$ cat src/rtl/tjpu_pkg.sv
// Shared definitions for the concat FIFO read path: FSM encoding and skid buffer sizing.
package tjpu_pkg;

    localparam int unsigned SKID_DEPTH = 2;
    localparam int unsigned OCC_W      = $clog2(SKID_DEPTH + 1);

    typedef enum logic [2:0] {
        ST_IDLE     = 3'd0,
        ST_LOAD     = 3'd1,
        ST_WAIT_RDY = 3'd2,
        ST_READ     = 3'd3,
        ST_DRAIN    = 3'd4,
        ST_DONE     = 3'd5
    } state_t;

endpackage

$ cat src/rtl/concat_skid_buf.sv
// Two-entry in-order skid buffer; head is always entry 0, so downstream data is a register.
module concat_skid_buf
    import tjpu_pkg::*;
#(
    parameter int unsigned WIDTH = 128
) (
    input  logic             clk,
    input  logic             rst_n,
    input  logic             push,
    input  logic [WIDTH-1:0] din,
    input  logic             pop,
    output logic [OCC_W-1:0] occ,
    output logic [WIDTH-1:0] head
);

    logic [WIDTH-1:0] entry0;
    logic [WIDTH-1:0] entry1;
    logic [OCC_W-1:0] cnt;

    // Shift-style storage: pops move entry1 forward, pushes land in the first free slot.
    always_ff @(posedge clk or negedge rst_n) begin
        if (!rst_n) begin
            entry0 <= '0;
            entry1 <= '0;
            cnt    <= '0;
        end else begin
            case ({push, pop})
                2'b10: begin
                    if (cnt == '0) begin
                        entry0 <= din;
                    end else begin
                        entry1 <= din;
                    end
                    cnt <= cnt + OCC_W'(1);
                end
                2'b01: begin
                    entry0 <= entry1;
                    cnt    <= cnt - OCC_W'(1);
                end
                2'b11: begin
                    if (cnt == OCC_W'(SKID_DEPTH)) begin
                        entry0 <= entry1;
                        entry1 <= din;
                    end else begin
                        entry0 <= din;
                    end
                end
                default: begin
                end
            endcase
        end
    end

    assign occ  = cnt;
    assign head = entry0;

endmodule

$ cat src/rtl/concat_burst_reader.sv
// Read-side master for the concat staging FIFO: requests bursts via M_count, pops them
// once M_Ready is trustworthy, and streams the words out through a credit-guarded skid buffer.
module concat_burst_reader
    import tjpu_pkg::*;
#(
    parameter int unsigned WIDTH      = 128,
    parameter int unsigned ADDR_BITS  = 10,
    parameter int unsigned FIFO_DEPTH = 512,
    parameter int unsigned LEN_BITS   = 20
) (
    input  logic                  clk,
    input  logic                  rst_n,
    input  logic                  start,
    input  logic [LEN_BITS-1:0]   total_words,
    input  logic [ADDR_BITS:0]    burst_len,
    output logic [ADDR_BITS:0]    M_count,
    input  logic                  M_Ready,
    input  logic                  fifo_empty,
    output logic                  fifo_rd_en,
    input  logic [WIDTH-1:0]      fifo_dout,
    output logic                  m_valid,
    output logic [WIDTH-1:0]      m_data,
    input  logic                  m_ready,
    output logic                  busy,
    output logic                  done
);

    localparam int unsigned CNT_W = ADDR_BITS + 1;
    localparam int unsigned CMP_W = (LEN_BITS > CNT_W) ? LEN_BITS : CNT_W;

    state_t             state;
    state_t             next_state;
    logic [LEN_BITS-1:0] remaining;
    logic [CNT_W-1:0]    blen;
    logic [CNT_W-1:0]    burst_cnt;
    logic [CNT_W-1:0]    mcount_q;
    logic                wait_first;
    logic                inflight;
    logic                busy_q;
    logic                done_q;

    logic [OCC_W-1:0]    occ;
    logic [CNT_W-1:0]    blen_in_c;
    logic [CNT_W-1:0]    burst_size_c;
    logic [2:0]          credit_sum_c;
    logic                credit_ok_c;
    logic                pop_c;
    logic                rd_en_c;

    assign pop_c   = m_valid & m_ready;
    assign m_valid = (occ != '0);

    // Burst length as latched at start: zero means one word, never more than the FIFO holds.
    always_comb begin
        blen_in_c = burst_len;
        if (burst_len == '0) begin
            blen_in_c = CNT_W'(1);
        end else if (burst_len > CNT_W'(FIFO_DEPTH)) begin
            blen_in_c = CNT_W'(FIFO_DEPTH);
        end
    end

    // Next burst is the nominal length, shortened for the tail of the layer.
    always_comb begin
        burst_size_c = blen;
        if (CMP_W'(blen) > CMP_W'(remaining)) begin
            burst_size_c = CNT_W'(remaining);
        end
    end

    // A pop is allowed only if the skid buffer will still have room when its data lands.
    assign credit_sum_c = 3'(occ) + 3'(inflight) - 3'(pop_c);
    assign credit_ok_c  = (credit_sum_c < 3'd2);

    always_ff @(posedge clk or negedge rst_n) begin
        if (!rst_n) begin
            state <= ST_IDLE;
        end else begin
            state <= next_state;
        end
    end

    always_comb begin
        next_state = state;
        rd_en_c    = 1'b0;
        case (state)
            ST_IDLE: begin
                if (start) begin
                    next_state = (total_words == '0) ? ST_DONE : ST_LOAD;
                end
            end
            ST_LOAD: begin
                next_state = ST_WAIT_RDY;
            end
            ST_WAIT_RDY: begin
                // M_Ready in the first cycle still reflects the previous M_count.
                if (!wait_first && M_Ready) begin
                    next_state = ST_READ;
                end
            end
            ST_READ: begin
                rd_en_c = (burst_cnt != '0) & !fifo_empty & credit_ok_c;
                if (rd_en_c && (burst_cnt == CNT_W'(1))) begin
                    next_state = (remaining == LEN_BITS'(1)) ? ST_DRAIN : ST_LOAD;
                end
            end
            ST_DRAIN: begin
                if (!inflight && ((occ == '0) || ((occ == OCC_W'(1)) && pop_c))) begin
                    next_state = ST_DONE;
                end
            end
            ST_DONE: begin
                next_state = ST_IDLE;
            end
            default: begin
                next_state = ST_IDLE;
            end
        endcase
    end

    // Counters, burst request register and registered status outputs.
    always_ff @(posedge clk or negedge rst_n) begin
        if (!rst_n) begin
            remaining  <= '0;
            blen       <= '0;
            burst_cnt  <= '0;
            mcount_q   <= '0;
            wait_first <= 1'b0;
            inflight   <= 1'b0;
            busy_q     <= 1'b0;
            done_q     <= 1'b0;
        end else begin
            case (state)
                ST_IDLE: begin
                    if (start) begin
                        remaining <= total_words;
                        blen      <= blen_in_c;
                    end
                end
                ST_LOAD: begin
                    mcount_q  <= burst_size_c;
                    burst_cnt <= burst_size_c;
                end
                ST_READ: begin
                    if (rd_en_c) begin
                        burst_cnt <= burst_cnt - CNT_W'(1);
                        remaining <= remaining - LEN_BITS'(1);
                    end
                end
                default: begin
                end
            endcase
            wait_first <= (state == ST_LOAD);
            inflight   <= rd_en_c;
            busy_q     <= (next_state != ST_IDLE);
            done_q     <= (next_state == ST_DONE);
        end
    end

    concat_skid_buf #(
        .WIDTH (WIDTH)
    ) u_skid (
        .clk   (clk),
        .rst_n (rst_n),
        .push  (inflight),
        .din   (fifo_dout),
        .pop   (pop_c),
        .occ   (occ),
        .head  (m_data)
    );

    assign fifo_rd_en = rd_en_c;
    assign M_count    = mcount_q;
    assign busy       = busy_q;
    assign done       = done_q;

endmodule

$ cat config.mk
export PLATFORM = sky130hd
export DESIGN_NAME = concat_burst_reader
export DESIGN_NICKNAME = d
export VERILOG_FILES = /design/src/rtl/tjpu_pkg.sv /design/src/rtl/concat_skid_buf.sv /design/src/rtl/concat_burst_reader.sv
export SDC_FILE = /design/constraint.sdc
export NUM_CORES = 1
export LEC_CHECK = 0
export CORE_MARGIN = 5
export CORE_UTILIZATION = 26
export CTS_BUF_LIST = sky130_fd_sc_hd__clkbuf_4 sky130_fd_sc_hd__clkbuf_8 sky130_fd_sc_hd__clkbuf_16
export CTS_CLUSTER_DIAMETER = 120
export DETAILED_ROUTE_END_ITERATION = 10
export GPL_TIMING_DRIVEN = 0
export HOLD_SLACK_MARGIN = 0.06
export PLACE_DENSITY = 0.57
export SLEW_MARGIN = 10
export SYNTH_ARGS = -nofsm -noshare
export SYNTH_HDL_FRONTEND = slang
export SYNTH_SLANG_ARGS = --single-unit
$ cat constraint.sdc
create_clock -name clk -period 3.89 [get_ports clk]
set_clock_uncertainty 0.1 [all_clocks]
set_input_delay 0.389 -clock clk [delete_from_list [all_inputs] [get_ports clk]]
set_output_delay 0.389 -clock clk [all_outputs]
set_load 0.01 [all_outputs]
* Yosys cells after proc, flatten, opt, wreduce, memory -nomap -nowiden
Index checks and enable logic that the tools add are counted.
Operators by class: add/subtract/negate cells 6, $mul 0, divide/modulo/power cells 0, $lt $le $gt $ge 3, eq/ne operators 17, shift operators 0, mux-type cells 23, bitwise operators 3, reductions and logical operators 25
Operators with widths (count):
- 2-to-1 mux 128 bit | 4
- case mux 128 bit (3 select lines) | 1
- case mux 128 bit (2 select lines) | 1
- 2-to-1 mux 11 bit | 4
- 2-to-1 mux 20 bit | 2
- case mux 20 bit (2 select lines) | 1
- case mux 11 bit (2 select lines) | 1
- == test 20 x 1 -> 1 bit (second input constant) | 1
- > comparator 11 x 20 -> 1 bit | 1
- zero test 20 bit | 1
- subtractor 20 x 1 -> 20 bit (second input constant) | 1
- 2-to-1 mux 3 bit | 6
- case mux 3 bit (5 select lines) | 1
- == test 11 x 1 -> 1 bit (second input constant) | 1
- > comparator 11 x 10 -> 1 bit (second input constant) | 1
- zero test 11 bit | 1
- nonzero test 11 bit | 1
- subtractor 11 x 1 -> 11 bit (second input constant) | 1
- nonzero test 2 bit | 5
- inequality test 2 bit (second input constant) | 4
- == test 2 bit (second input constant) | 3
- == test 3 x 2 -> 1 bit (second input constant) | 2
- == test 3 bit (second input constant) | 2
- AND reduction 2 bit | 3
- other kinds (18) | 28
Storage, ports and cells: register bits after elaboration 318, latch bits 0, memory bits (writable) 0, memory bits (read-only) 0, input bits 165, output and inout port bits 143, word-level logic and storage cells 89, memories kept 0

* Depth between registers and ports, before layout
depth in word-level cells 9, mapped depth 14

* Hierarchy
Synthesis repeated with hierarchy kept, for this count alone.
Second synthesis, totals: cell total of the unflattened synthesis 1436, area, all modules 15030.7 um^2
Modules (own cells, without submodules):
- concat_skid_buf | times used 1, cells an instance 1029, area an instance 11422.2 um^2, seq. area each 6456.2 um^2
- concat_burst_reader | times used 1, cells an instance 407, area an instance 3608.5 um^2, seq. area each 1501.4 um^2

* Worst setup path after synthesis
OpenSTA, ideal clock, no wires.
path kind register to register, from reg u_skid.cnt[1] (netlist: u_skid.occ[1]), to reg remaining[1], library setup time 0.133 ns, arrival 2.931 ns, slack 0.726 ns, stages on the path, launching flop included 15, buffers on the path 1, cell sequence dfrtp_1 inv_1 ha_1 inv_1 nand2_1 xnor2_1 nand2b_1 fa_1 xor2_1 nor3b_1 nand3_1 and2_0 clkbuf_1 a211oi_1 a21oi_1
Between the ends: cells in the longest elaborated chain, start to end 8, elaborated cells between the ends (all ways) 9, classes of those cells 2 x add/sub; 1 x order compare; 1 x eq/ne; 1 x mux; 2 x bitwise; 2 x reduce/logical
Ends and longest elaborated chain:
- start, declared | RTL line concat_skid_buf.sv:18 | logic [OCC_W-1:0] cnt;
- start signal, assigned | RTL line concat_skid_buf.sv:34 | cnt <= cnt + OCC_W'(1);
- start signal, assigned | RTL line concat_skid_buf.sv:38 | cnt <= cnt - OCC_W'(1);
- nonzero test 2 bit | RTL line concat_burst_reader.sv:51 | assign m_valid = (occ != '0);
- via m_valid | RTL line concat_burst_reader.sv:21 | output logic m_valid,
- AND 1 bit | RTL line concat_burst_reader.sv:50 | assign pop_c = m_valid & m_ready;
- subtractor 3 x 1 -> 3 bit | RTL line concat_burst_reader.sv:72 | assign credit_sum_c = 3'(occ) + 3'(inflight) - 3'(pop_c);
- < comparator 3 x 2 -> 1 bit | RTL line concat_burst_reader.sv:73 | assign credit_ok_c = (credit_sum_c < 3'd2);
- AND 1 bit | RTL line concat_burst_reader.sv:102 | rd_en_c = (burst_cnt != '0) & !fifo_empty & credit_ok_c;
- 2-to-1 mux 1 bit | RTL line concat_burst_reader.sv:86 | case (state)
- inequality test 2 bit (no source line)
- AND reduction 3 bit (no source line)
- end signal, assigned | RTL line concat_burst_reader.sv:136 | remaining <= total_words;
- end signal, assigned | RTL line concat_burst_reader.sv:147 | remaining <= remaining - LEN_BITS'(1);
- end, declared | RTL line concat_burst_reader.sv:33 | logic [LEN_BITS-1:0] remaining;
The timed path passes the listed nets, and every way through them passes these cells. A chain may end at the register's enable or synchronous reset.

* Final worst setup path
from reg u_skid.cnt[1] (netlist: u_skid.occ[1]), to out fifo_rd_en
Between the ends: cells in the longest elaborated chain, start to end 6, elaborated cells between the ends (all ways) 7, classes of those cells 2 x add/sub; 1 x order compare; 1 x mux; 2 x bitwise; 1 x reduce/logical
Ends and longest elaborated chain:
- branches (longest 2 deep; another with adder 2 x 1 -> 3 bit)
- subtractor 3 x 1 -> 3 bit * | RTL line concat_burst_reader.sv:72
- < comparator 3 x 2 -> 1 bit * | RTL line concat_burst_reader.sv:73
- AND 1 bit * | RTL line concat_burst_reader.sv:102
- 2-to-1 mux 1 bit * | RTL line concat_burst_reader.sv:86
- end, declared | RTL line concat_burst_reader.sv:19 | output logic fifo_rd_en,
Mark *: on every way between the ends.

==> run metrics <==
I/O pins ~310; Synth area leader dfrtp_1; most area-consuming cells after synthesis dfrtp_1, mux2_2, mux2i_1; data required time of the worst path between 3000 and 4000 ps; nets 1785; Lkg Pwr about 8.3 nW; maximum vdd drop approximately 0.35 mV; internal power of the cells just under 10 mW; Rel. slew slack 0.3230; R2R depth 15; flop2flop setup slack 350 ps; WL final 43790 µm; vias in the first global route between 10000 and 15000; Post-synth top cells dfrtp_1, o21ai_0, nand2_1; Crit Path Max Fanout 8; per-cell routed wire length roughly 19 µm; Setup Viol. Count Final 0; yosys warns 0; run status finished clean; WS Path Type reg -> out; sequential share of the synthesized area 0.5602; worst r2r src u_skid.occ[1]$_DFFE_PN0P_; cell mode on critical path inv_1; CTS H-Tree Depth 2; DR DRC count 0; final hold viol count 0; Mapped Area 0.01421 mm²; layout cell share with drive strength beyond 1 0.1429; switching share of power 0.3379; core area about 0.054 mm²; ratio of final minimum period to clock period 0.9356; Avg Cell Area, Syn around 11 µm²; RSZ-0062 raised after global routing no; first-pass GRT wire length 68570 µm; RR Endpoint remaining[1]$_DFFE_PN0P_; antenna violations before repair 3; CP delay by family, top simple AND/OR/NAND/NOR gates; Setup WS post-layout 250.4 ps; First-pass DRT Iterations 5; number of enable flip-flop cells after synthesis 0; Post-Place Worst Slack -967.3 ps; IO Port Bufs between 300 and 400; clk_lat worst skew approximately 540 ps; Via density 4.717; Worst EP arrival roughly 3200 ps; CP peak stage delay 420 ps; Post-synth ARST share 1.000; Synth Instances around 1200; Top FF cell, synth dfrtp_1; Mapped Nets between 1000 and 1500; Worst-path clk slew approximately 60 ps; row count between 80 and 90; P&R area growth vs syn 37.86%; crit path cell chain inv_1, ha_1, inv_1, nand2_2, xnor2_1, nand2b_1, fa_1, xor2_1, nor3b_2, nand3_2, inv_2, clkdlybuf4s15_2; die extent in x between 200 and 250 µm; CP max stage cell dfrtp_2; CTS Buffer Depth 3; Bufs and invs on worst path 4; Psw about 5.0 mW; DIE AREA 0.05941 mm²; iteration-0 DRC count of the detailed router between 400 and 500; top-count cell post-synth dfrtp_1; fmax 274.8 MHz; Startpoint Class register; crit path time final between 3000 and 4000 ps; clock root buffer master clkbuf_16; DIE HEIGHT between 200 and 250 µm; Placer Congestion between 0.8 and 0.9; total global routing overflow 0; Num CTS Buffers 39; fin. max-slew vios 0; Synth top area share 0.5602; clock network fraction of total power 0.247; FILL cells 5330; Starting Density 0.2629; post-synthesis register bit count between 300 and 400; Crit. End Element output pin; Logic pwr share 0.370; Layout Cells excl Fill 2328; CTS sink cnt between 300 and 400; Synth cell types 61; measured slew at the worst slew-check pin 1016 ps; global-route usage over all layers 0.1445; Seq pwr share 0.383; pwr dens ~760 mW/mm²; max_cap viols 0; HP Class in -> async; CTS tree yes; Final ANT Viol Nets 0; pin count of the biggest net entering global routing about 110; DR vias between 10000 and 15000; Detailed Place HPWL 31990 µm; Inst Count DP between 2000 and 2500
==> cell families after synthesis <==
family,share of synthesized area
AOI/OAI and AO/OA,0.1056
muxes,0.2001
adders and majority gates,0.01797
and+or+nand+nor,0.08482
buffers and inverters,0.02950
xor gates and xnor gates,0.001850
DFF,0.5602
==> what timing repair did <==
action	4_1_cts	5_1_grt
setup endpoints to repair	129	71
buffers inserted	2	0
hold buffers	1	0
pin swaps	2	1
hold endpoints to repair	42	0
resized for setup	10	4
==> stage by stage <==
stage	power, mW	util	area, µm²	setup TNS [ps]	hold WS, ps
2_1_floorplan	8.528	-	14210	0	-6.591
3_3_place_gp	11.11	0.3359	18150	-3968120	362.4
3_5_place_dp	11.28	0.3376	18240	-108640	218.5
4_1_cts	15.08	0.3623	19570	0	220.1
5_1_grt	15.86	0.3625	19580	0	255.6
6_report	14.81	0.3625	19590	0	237.3
==> sequential cells by signal (all words and copies together), names as in the netlist, 2 cells and up <==
name / cells
u_skid.entry1: 128
u_skid.head: 128
remaining: 20
M_count: 11
blen: 11
burst_cnt: 11
state: 3
u_skid.occ: 2
==> power by group through the flow <==
stage                     clock network [mW]  registers (mW)  logic [mW]
after floorplan                            0            5.80        2.73
after global placement                     0            5.68        5.43
after detailed placement                   0            5.73        5.56
after CTS                               3.80            5.68        5.60
after global routing                    3.91            5.88        6.06
final                                   3.66            5.68        5.47
==> worst max-delay path by stage <==
stage	startpoint	endpoint	slack [ps]	cells after the start
2_1_floorplan	u_skid.occ[1]$_DFFE_PN0P_	remaining[1]$_DFFE_PN0P_	730	14
3_3_place_gp	rst_n	u_skid.entry1[59]$_DFFE_PN0P_	-12200	1
3_5_place_dp	m_ready	u_skid.head[95]$_DFFE_PN0P_	-970	9
4_1_cts	u_skid.occ[1]$_DFFE_PN0P_	u_skid.head[27]$_DFFE_PN0P_	60	10
5_1_grt	u_skid.occ[1]$_DFFE_PN0P_	fifo_rd_en	20	12
6_report	u_skid.occ[1]$_DFFE_PN0P_	fifo_rd_en	250	12
==> final cells by class <==
type	count	area, µm²	share of cell area
clock inverter	10	117.6	0.006005
tap	696	870.8	0.04446
antenna	2	5.005	0.0002555
inverter	26	97.59	0.004983
clock buffer	60	1177	0.06012
multi-input combinational	826	5846	0.2985
timing repair buffer	313	3187	0.1627
buffer	77	325.3	0.01661
sequential	318	7959	0.4064
==> layout by cell type (no fill, tap or decap), drive strengths merged, types with 18 or more instances in the layout <==
| cell type | Yosys | routed |
|---|---|---|
| a21oi | 38 | 38 |
| buf | 20 | 26 |
| mux2i | 140 | 140 |
| ha | 18 | 18 |
| clkdlybuf4s50 | 0 | 305 |
| inv | 25 | 28 |
| nand2 | 167 | 167 |
| clkbuf | 57 | 117 |
| nor2 | 34 | 34 |
| mux2 | 128 | 128 |
| o21ai | 170 | 170 |
| dfrtp | 318 | 318 |
==> per-layer routing <==
layer,routed length [µm],track usage,share of wire
met1,19840,0.1915,0.45
met2,19880,0.2317,0.45
met3,3192,0.04505,0.073
met4,851,0.03634,0.019
met5,25,0,0.00057
(Power assumes the default switching activity.)
